<file path="src/rtl/adma2_descriptor_fetch.sv">
// ADMA2 descriptor fetch/parse stage: walks the descriptor table and hands transfer lines to the DMA engine.
// Optional macro ADMA_LINK_LIMIT_EN bounds runs of consecutive nop/rsv/link descriptors to MAX_LINKS.
module adma2_descriptor_fetch #(
    parameter int DESC_BYTES = 8,
    parameter int MAX_LINKS  = 16
) (
    input  logic        clk,
    input  logic        reset_n,
    input  logic [63:0] Initial_ADMA_System_Address,
    input  logic        ack_ADMA_System_Address_Register,
    input  logic        start,
    output logic        mem_rd_req,
    output logic [63:0] mem_rd_addr,
    input  logic        mem_rd_ack,
    input  logic [63:0] mem_rd_data,
    input  logic        mem_rd_err,
    output logic        xfer_valid,
    input  logic        xfer_ready,
    output logic [63:0] xfer_addr,
    output logic [16:0] xfer_len,
    output logic        xfer_last,
    input  logic        xfer_done,
    input  logic        xfer_err,
    output logic [63:0] ADMA_System_Address_Register,
    output logic [1:0]  ADMA_Error_State,
    output logic        DMA_Interrupt,
    input  logic        ack_DMA_Interrupt,
    output logic        Transfer_complete,
    input  logic        ack_Transfer_complete,
    output logic        ADMA_Error,
    input  logic        ack_ADMA_Error,
    output logic        busy
);
    typedef enum logic [2:0] {ST_STOP, ST_FETCH, ST_DECODE, ST_OFFER, ST_XFER, ST_ERR} state_t;
    localparam logic [1:0] ACT_TRAN = 2'b10;
    localparam logic [1:0] ACT_LINK = 2'b11;
    localparam logic [1:0] ES_FDS   = 2'b01;
    localparam logic [1:0] ES_TFR   = 2'b11;

    state_t      state, state_n;
    logic [63:0] ptr, ptr_n, ptr_inc;
    logic        d_valid, d_end, d_int;
    logic [1:0]  d_act;
    logic [15:0] d_len;
    logic [31:0] d_addr;
    logic        load_xfer, set_int, set_tc, set_err, limit_hit;
    logic [1:0]  err_code;

    // Reserved attribute bits of the descriptor line carry no meaning here.
    logic unused_ok;
    assign unused_ok = ^{mem_rd_data[15:6], mem_rd_data[3]};

    assign ptr_inc     = ptr + 64'(DESC_BYTES);
    assign mem_rd_req  = (state == ST_FETCH);
    assign mem_rd_addr = ptr;
    assign xfer_valid  = (state == ST_OFFER);
    assign busy        = (state != ST_STOP);
    assign ADMA_System_Address_Register = ptr;

`ifdef ADMA_LINK_LIMIT_EN
    logic [4:0] link_cnt, link_cnt_n;
    logic [5:0] link_cnt_inc;

    assign link_cnt_inc = {1'b0, link_cnt} + 6'd1;
    assign limit_hit    = (link_cnt_inc >= 6'(MAX_LINKS));

    always_comb begin
        link_cnt_n = link_cnt;
        if (state == ST_STOP && start)
            link_cnt_n = '0;
        else if (state == ST_DECODE && d_valid)
            link_cnt_n = (d_act == ACT_TRAN) ? 5'd0 : link_cnt_inc[4:0];
    end

    always_ff @(posedge clk or negedge reset_n) begin
        if (!reset_n) link_cnt <= '0;
        else          link_cnt <= link_cnt_n;
    end
`else
    localparam int unused_max_links = MAX_LINKS;
    assign limit_hit = 1'b0;
`endif

    always_comb begin
        state_n   = state;
        ptr_n     = ptr;
        load_xfer = 1'b0;
        set_int   = 1'b0;
        set_tc    = 1'b0;
        set_err   = 1'b0;
        err_code  = 2'b00;
        case (state)
            ST_STOP: begin
                if (ack_ADMA_System_Address_Register) ptr_n = Initial_ADMA_System_Address;
                if (start) state_n = ST_FETCH;
            end
            ST_FETCH: if (mem_rd_ack) begin
                if (mem_rd_err) begin
                    state_n = ST_ERR; set_err = 1'b1; err_code = ES_FDS;
                end else begin
                    state_n = ST_DECODE;
                end
            end
            ST_DECODE: begin
                // Errors leave the pointer on the offending line.
                if (!d_valid || (limit_hit && d_act != ACT_TRAN) ||
                    (d_act == ACT_LINK && d_addr[2:0] != 3'b000)) begin
                    state_n = ST_ERR; set_err = 1'b1; err_code = ES_FDS;
                end else if (d_act == ACT_TRAN) begin
                    state_n   = ST_OFFER;
                    load_xfer = 1'b1;
                end else begin
                    ptr_n   = (d_act == ACT_LINK) ? {32'b0, d_addr} : ptr_inc;
                    set_int = d_int;
                    set_tc  = d_end;
                    state_n = d_end ? ST_STOP : ST_FETCH;
                end
            end
            ST_OFFER: if (xfer_ready) state_n = ST_XFER;
            ST_XFER: begin
                if (xfer_err) begin
                    state_n = ST_ERR; set_err = 1'b1; err_code = ES_TFR;
                end else if (xfer_done) begin
                    ptr_n   = ptr_inc;
                    set_int = d_int;
                    set_tc  = d_end;
                    state_n = d_end ? ST_STOP : ST_FETCH;
                end
            end
            ST_ERR:  state_n = ST_STOP;
            default: state_n = ST_STOP;
        endcase
    end

    always_ff @(posedge clk or negedge reset_n) begin
        if (!reset_n) begin
            state             <= ST_STOP;
            ptr               <= '0;
            d_valid           <= 1'b0;
            d_end             <= 1'b0;
            d_int             <= 1'b0;
            d_act             <= 2'b00;
            d_len             <= '0;
            d_addr            <= '0;
            xfer_addr         <= '0;
            xfer_len          <= '0;
            xfer_last         <= 1'b0;
            ADMA_Error_State  <= 2'b00;
            DMA_Interrupt     <= 1'b0;
            Transfer_complete <= 1'b0;
            ADMA_Error        <= 1'b0;
        end else begin
            state <= state_n;
            ptr   <= ptr_n;
            if (state == ST_FETCH && mem_rd_ack) begin
                d_valid <= mem_rd_data[0];
                d_end   <= mem_rd_data[1];
                d_int   <= mem_rd_data[2];
                d_act   <= mem_rd_data[5:4];
                d_len   <= mem_rd_data[31:16];
                d_addr  <= mem_rd_data[63:32];
            end
            if (load_xfer) begin
                xfer_addr <= {32'b0, d_addr};
                xfer_len  <= (d_len == 16'd0) ? 17'h10000 : {1'b0, d_len};
                xfer_last <= d_end;
            end
            if (set_err) ADMA_Error_State <= err_code;
            // A set in the same cycle as its ack wins.
            DMA_Interrupt     <= set_int | (DMA_Interrupt & ~ack_DMA_Interrupt);
            Transfer_complete <= set_tc  | (Transfer_complete & ~ack_Transfer_complete);
            ADMA_Error        <= set_err | (ADMA_Error & ~ack_ADMA_Error);
        end
    end
endmodule

</file>
<file path="config.mk">
export PLATFORM = sky130hd
export DESIGN_NAME = adma2_descriptor_fetch
export DESIGN_NICKNAME = d
export VERILOG_FILES = /design/src/rtl/adma2_descriptor_fetch.sv
export SDC_FILE = /design/constraint.sdc
export NUM_CORES = 1
export LEC_CHECK = 0
export BUFFER_PORTS_ARGS = -buffer_cell sky130_fd_sc_hd__buf_2
export CAP_MARGIN = 15
export CORE_MARGIN = 3
export CORE_UTILIZATION = 55
export DETAILED_ROUTE_END_ITERATION = 16
export GPL_TIMING_DRIVEN = 0
export PLACE_DENSITY = 0.87
export SYNTH_ARGS = -nofsm -noshare
export SYNTH_HDL_FRONTEND = slang
export SYNTH_SLANG_ARGS = --single-unit
</file>
<file path="constraint.sdc">
create_clock -name clk -period 6.3 [get_ports clk]
set_input_delay 0.315 -clock clk [delete_from_list [all_inputs] [get_ports clk]]
set_output_delay 0.315 -clock clk [all_outputs]
set_load 0.1 [all_outputs]
</file>
==> flow_summary.json, run 1 <==
{
  "status": "completed",
  "hold_violations": 0,
  "num_rows": 48,
  "port_buffers": 314,
  "multi_input_area_um2": 4610,
  "fin_area_um2": 12600,
  "cts_htree_levels": 4,
  "hp-class": "in2reg",
  "dp_hpwl_mm": 29.2,
  "critPathArrivalTime_ps": 3760,
  "io_pins": 358,
  "start_util": 0.570,
  "fmax_ghz": 0.286,
  "finalCritPeriodShare": 0.555,
  "synth_top_area_share": 0.438,
  "drtIter0Drc": 1387,
  "max_slew_margin": 0.250,
  "r2r_slack_ps": 2800,
  "grt_first_pass_wirelength_mm": 60.2,
  "drtAntennaViolNets": 0,
  "synthCells": 1000,
  "dieArea_um2": 19800,
  "die_x_um": 141,
  "drv_slew": 0,
  "tightest_slew_ps": 1110,
  "start_kind": "register",
  "grt_max_degree": 112,
  "critPathMaxFanout": 10,
  "wl_mm": 40.6,
  "grt_util_all_layers": 0.395,
  "synth_top_area_cell": "dfrtp_1",
  "gr-total-overflow": 0,
  "n_fill_cell": 1330,
  "root_buffer": "clkbuf_16",
  "ff2ff_path_depth": 8,
  "reg2reg_from": "state[2]",
  "whs_path_depth": 2,
  "rsz0062_at_grt": "no",
  "path_cells": "clkbuf_1 -> nor2b_1 -> a21oi_1 -> clkbuf_1 -> buf_1 -> nor3_1 -> o21ai_0 -> o21ai_0",
  "layout.nets": 1508,
  "cts_resized": 0,
  "async_reset_ff_frac": 1.00,
  "routedWlPerCell_um": 25.2,
  "drive_gt1_frac": 0.403,
  "syn_area_per_cell_um2": 9.99,
  "antenna_found_initial": 6,
  "cp-end-kind": "register",
  "ys_types": 65,
  "finalClockSkew_ps": 10.6,
  "dpl_cell_area_um2": 12000,
  "fin_util": 0.719,
  "grt_pass1_vias": 10300,
  "firstDrtPassIters": 7,
  "syn_area_um2": 9990,
  "core_um2": 17500,
  "critical_path_required_ps": 6570,
  "synthTopCellsByCount": "dfrtp_1, buf_4, mux2_2, clkbuf_1, nand2_1",
  "fin_crit_ps": 3500,
  "synth-edff-count": 0,
  "clock_path_buffers": 2,
  "ys_ff_latch": 175,
  "ys_seq_area_frac": 0.438,
  "vias": 10600,
  "clk_latency_ps": 440,
  "holdCritStartpoint": "ack_DMA_Interrupt",
  "tns_ps": 0,
  "path_clk_slew_ps": 80,
  "worstHoldEndpoint": "DMA_Interrupt",
  "path_class": "reg2reg",
  "cts_tree": "done",
  "via_per_inst": 6.56,
  "clock-sinks": 175,
  "finalSetupViolations": 0,
  "ys.flop_type": "dfrtp_1",
  "drcViolationCount": 0,
  "ys_warn_count": 0,
  "netlist_top_cells_area": "dfrtp_1, mux2_2, buf_4",
  "maxCapViolations": 0,
  "cpPeakStageDelay_ps": 760,
  "syn2layout_area_growth_pct": 26.2,
  "die_y_um": 141,
  "critPathSlowestCell": "a21oi_1",
  "rr_endpoint": "ADMA_System_Address_Register[14]",
  "numCtsBuffers": 17,
  "gp_congestion": 1.00,
  "yosysMostFrequentCell": "dfrtp_1",
  "register_area_um2": 4380
}
[state kept, by name, indices dropped and copies added (netlist names), 2 cells and up]
| register | flops |
|---|---|
| ADMA_System_Address_Register | 64 |
| d_addr | 32 |
| xfer_addr | 32 |
| xfer_len | 17 |
| d_len | 16 |
| state | 3 |
| ADMA_Error_State | 2 |
| d_act | 2 |
[worst max path at each step]
stage / end / slack, ps / cells past startpoint / start
6_report: ADMA_System_Address_Register[14] / 2800 / 8 / state[2]
5_1_grt: ADMA_System_Address_Register[14] / 2710 / 8 / state[2]
4_1_cts: ADMA_System_Address_Register[14] / 2990 / 8 / state[2]
3_5_place_dp: ADMA_System_Address_Register[9] / 3070 / 8 / state[2]
3_3_place_gp: xfer_addr[26] / 2080 / 1 / reset_n
2_1_floorplan: d_act[1] / 2870 / 7 / state[0]
[cell usage in the layout (no fill, tap or decap), types with 23 or more instances in the layout]
master	Yosys	routed
a22o_1	38	38
buf_2	4	318
buf_4	97	97
clkbuf_1	58	59
conb_1	1	32
dfrtp_1	175	175
inv_1	23	23
mux2_2	89	89
nand2_1	58	58
nand3_1	28	28
nand4_1	41	41
nor2_1	29	29
nor3_1	33	33
nor4_1	32	32
o21ai_0	47	47
[what timing repair did]
action | CTS | global route
endpoints found under the hold margin | 64 | 0
buffers inserted | 0 | 0
hold buffers | 1 | 0
[critical path, delay by kind of cell (launching register included)]
family / cells / cell delay (ps)
simple gates: 2 / 290
compound gates: 3 / 1110
buf+inv: 3 / 1560
flops: 1 / 340
[final cells by class]
cell class | instances | share of cell area
Antenna cell | 6 | 0.00119
Buffer | 168 | 0.0818
Clock buffer | 19 | 0.0351
Clock inverter | 13 | 0.0109
Inverter | 23 | 0.00685
Multi-Input combinational cell | 665 | 0.366
Sequential cell | 175 | 0.347
Tap cell | 225 | 0.0223
Timing Repair Buffer | 317 | 0.129
[per-stage QoR]
step	hold WS (ps)	cells	worst slack (ps)
4_1_cts	66.9	1604	2990
3_5_place_dp	310	1571	3070
6_report	68.8	1611	2800
5_1_grt	62.8	1611	2710
2_1_floorplan	19.4	1031	2870
3_3_place_gp	445	1570	2080
[layer usage]
metal	global-route usage	vias up	share of wire	routed length (um)
met5	0	-	0	0
met1	0.493	5017	0.36	14500
met3	0.104	159	0.12	5070
met2	0.648	958	0.47	19300
met4	0.173	0	0.043	1770
li1	-	4433	-	-
[cell families (layout without fill, tap and decap cells)]
family,Yosys count,after routing,share of synthesized area
muxes,96,96,0.107
DFF,175,175,0.438
other,1,38,0.000375
AOI/OAI and AO/OA,226,226,0.165
adders and majority gates,1,1,0.00125
and+or+nand+nor,310,310,0.176
buffers and inverters,191,540,0.112
Power of run 1 is left out: the tool's default activity adds up to more than one toggle a clock period on the data nets, which glitch-free logic cannot reach.
==> run 2: changes to the inputs <==
Settings changed: CORE_UTILIZATION 55 to 46, PLACE_DENSITY 0.87 to 0.78.
Clock period 6.3 ns to 3 ns, I/O delays scaled along.
==> run 2 against run 1 <==
- critical path depth is 1 lower
- cell count is 7.2% higher
- core utilization is 8.2 points lower
- non-clock buffer count is 71 higher
- clock-buffer cell count is 2 lower
- routed wire length is 1.1% lower
- first-iteration DRC count is 24% lower
- maximum frequency is 22% higher
- sequential share of layout area is 2.1 points lower
- highest routed layer is now met5
- sequential cell count stayed put
- via count is 1.4% lower
- setup slack worse by 2700 ps
==> flow_summary.json, run 2 (synthesis gave the netlist of run 1 again) <==
{
  "path_cells": "clkbuf_1 -> and3_1 -> clkbuf_1 -> nand3_1 -> or4_4 -> o41ai_1 -> a22o_1",
  "layout.nets": 1579,
  "final_common_cell": "buf_2",
  "cts_htree_levels": 4,
  "grt_first_pass_wirelength_mm": 61.0,
  "io_pins": 358,
  "cpPeakStageDelay_ps": 700,
  "n_fill_cell": 1754,
  "critical_path_required_ps": 3370,
  "finalCritPeriodShare": 0.957,
  "core_um2": 21200,
  "largest_reg_flops": 64,
  "layout_common_cells": "buf_2, dfrtp_1, buf_4",
  "clk_latency_ps": 440,
  "wl_mm": 40.2,
  "clock_path_buffers": 2,
  "gr-total-overflow": 0,
  "port_buffers": 314,
  "critPathSlowestCell": "or4_4",
  "gp_congestion": 0.979,
  "via_per_inst": 6.03,
  "cp_top_family": "simple AND/OR/NAND/NOR gates",
  "path_clk_slew_ps": 80,
  "critPathArrivalTime_ps": 3240,
  "fin_crit_ps": 2870,
  "fmax_ghz": 0.348,
  "hold_violations": 0,
  "maxCapViolations": 0,
  "numCtsBuffers": 17,
  "critPathMaxFanout": 8,
  "firstDrtPassIters": 7,
  "rsz0062_at_grt": "no",
  "holdWs_ps": 11.2,
  "crit_cells": 7,
  "grt_pass1_vias": 10300,
  "die_y_um": 153,
  "path_class": "reg2reg",
  "grt_util_all_layers": 0.332,
  "tightest_slew_ps": 1040,
  "cts_tree": "done",
  "cp-end-kind": "register",
  "vias": 10400,
  "grt_max_degree": 101,
  "num_rows": 53,
  "path_buf_inv": 2,
  "whs_path_depth": 3,
  "antenna_found_initial": 6,
  "root_buffer": "clkbuf_16",
  "crit_top_cell": "clkbuf_1",
  "start_util": 0.472,
  "drv_slew": 0,
  "finalSetupViolations": 0,
  "start_kind": "register",
  "drive_gt1_frac": 0.413,
  "clock-sinks": 175,
  "dp_hpwl_mm": 28.4,
  "drcViolationCount": 0,
  "routedWlPerCell_um": 23.3,
  "drtIter0Drc": 1049,
  "die_x_um": 153,
  "ff2ff_path_depth": 7,
  "dieArea_um2": 23500,
  "syn2layout_area_growth_pct": 34.9,
  "status": "completed",
  "drtAntennaViolNets": 0,
  "finalClockSkew_ps": 13.8,
  "hp-class": "in2reg",
  "max_slew_margin": 0.298
}
==> run 2: what timing repair did <==
action / in CTS / in global routing
hold buffers: 71 / 0
buffers inserted: 0 / 3
resized for setup: 10 / 30
gates cloned: 0 / 0
pin swaps: 0 / 1
setup endpoints to repair: 58 / 59
endpoints found under the hold margin: 145 / 0
==> run 2: routing by layer <==
metal	vias to the layer above	part of all wire	track usage
li1	4579	-	-
met1	5030	0.38	0.417
met2	690	0.47	0.540
met5	-	0.00075	0
met4	6	0.040	0.123
met3	116	0.11	0.105
==> run 2: worst reg2reg max path, stage by stage (launching register included) <==
cell,delay (ps)
dfrtp_1,380
clkbuf_1,360
and3_1,220
clkbuf_1,240
nand3_1,350
or4_4,700
o41ai_1,360
a22o_1,190
==> run 2: path summary, 6_finish.rpt <==
path	to	start	slack, ps
min in group asynchronous	ADMA_System_Address_Register[62]	reset_n	290
max in group asynchronous	ADMA_System_Address_Register[8]	reset_n	1760
max	ADMA_System_Address_Register[42]	ADMA_System_Address_Register[35]	130
min reg2reg	ADMA_Error_State[0]	ADMA_Error_State[0]	480
min	ADMA_System_Address_Register[1]	Initial_ADMA_System_Address[1]	10
max reg2reg	ADMA_System_Address_Register[42]	ADMA_System_Address_Register[35]	130
==> run 2: final cells by class <==
class                           instances  area, um2  area share
Sequential cell                       175       4390       0.326
Clock inverter                         14        173      0.0128
Clock buffer                           17        425      0.0315
Antenna cell                            2       5.00    0.000371
Tap cell                              275        344      0.0255
Multi-Input combinational cell        665       4660       0.346
Timing Repair Buffer                  390       2350       0.174
Inverter                               23       86.3     0.00640
Buffer                                166       1050      0.0777
==> run 2: metrics by stage <==
step	TNS (ps)	instance area (um2)	util	std cells	setup slack, ps
floorplan	0	10100	-	1031	13.6
global placement	-194210	12000	0.569	1620	-1390
detailed placement	-12370	12100	0.571	1621	-400
CTS	0	13400	0.634	1722	14.7
global route	0	13500	0.637	1727	12.8
finish	0	13500	0.637	1727	130
Power of run 2 is left out for the same reason.
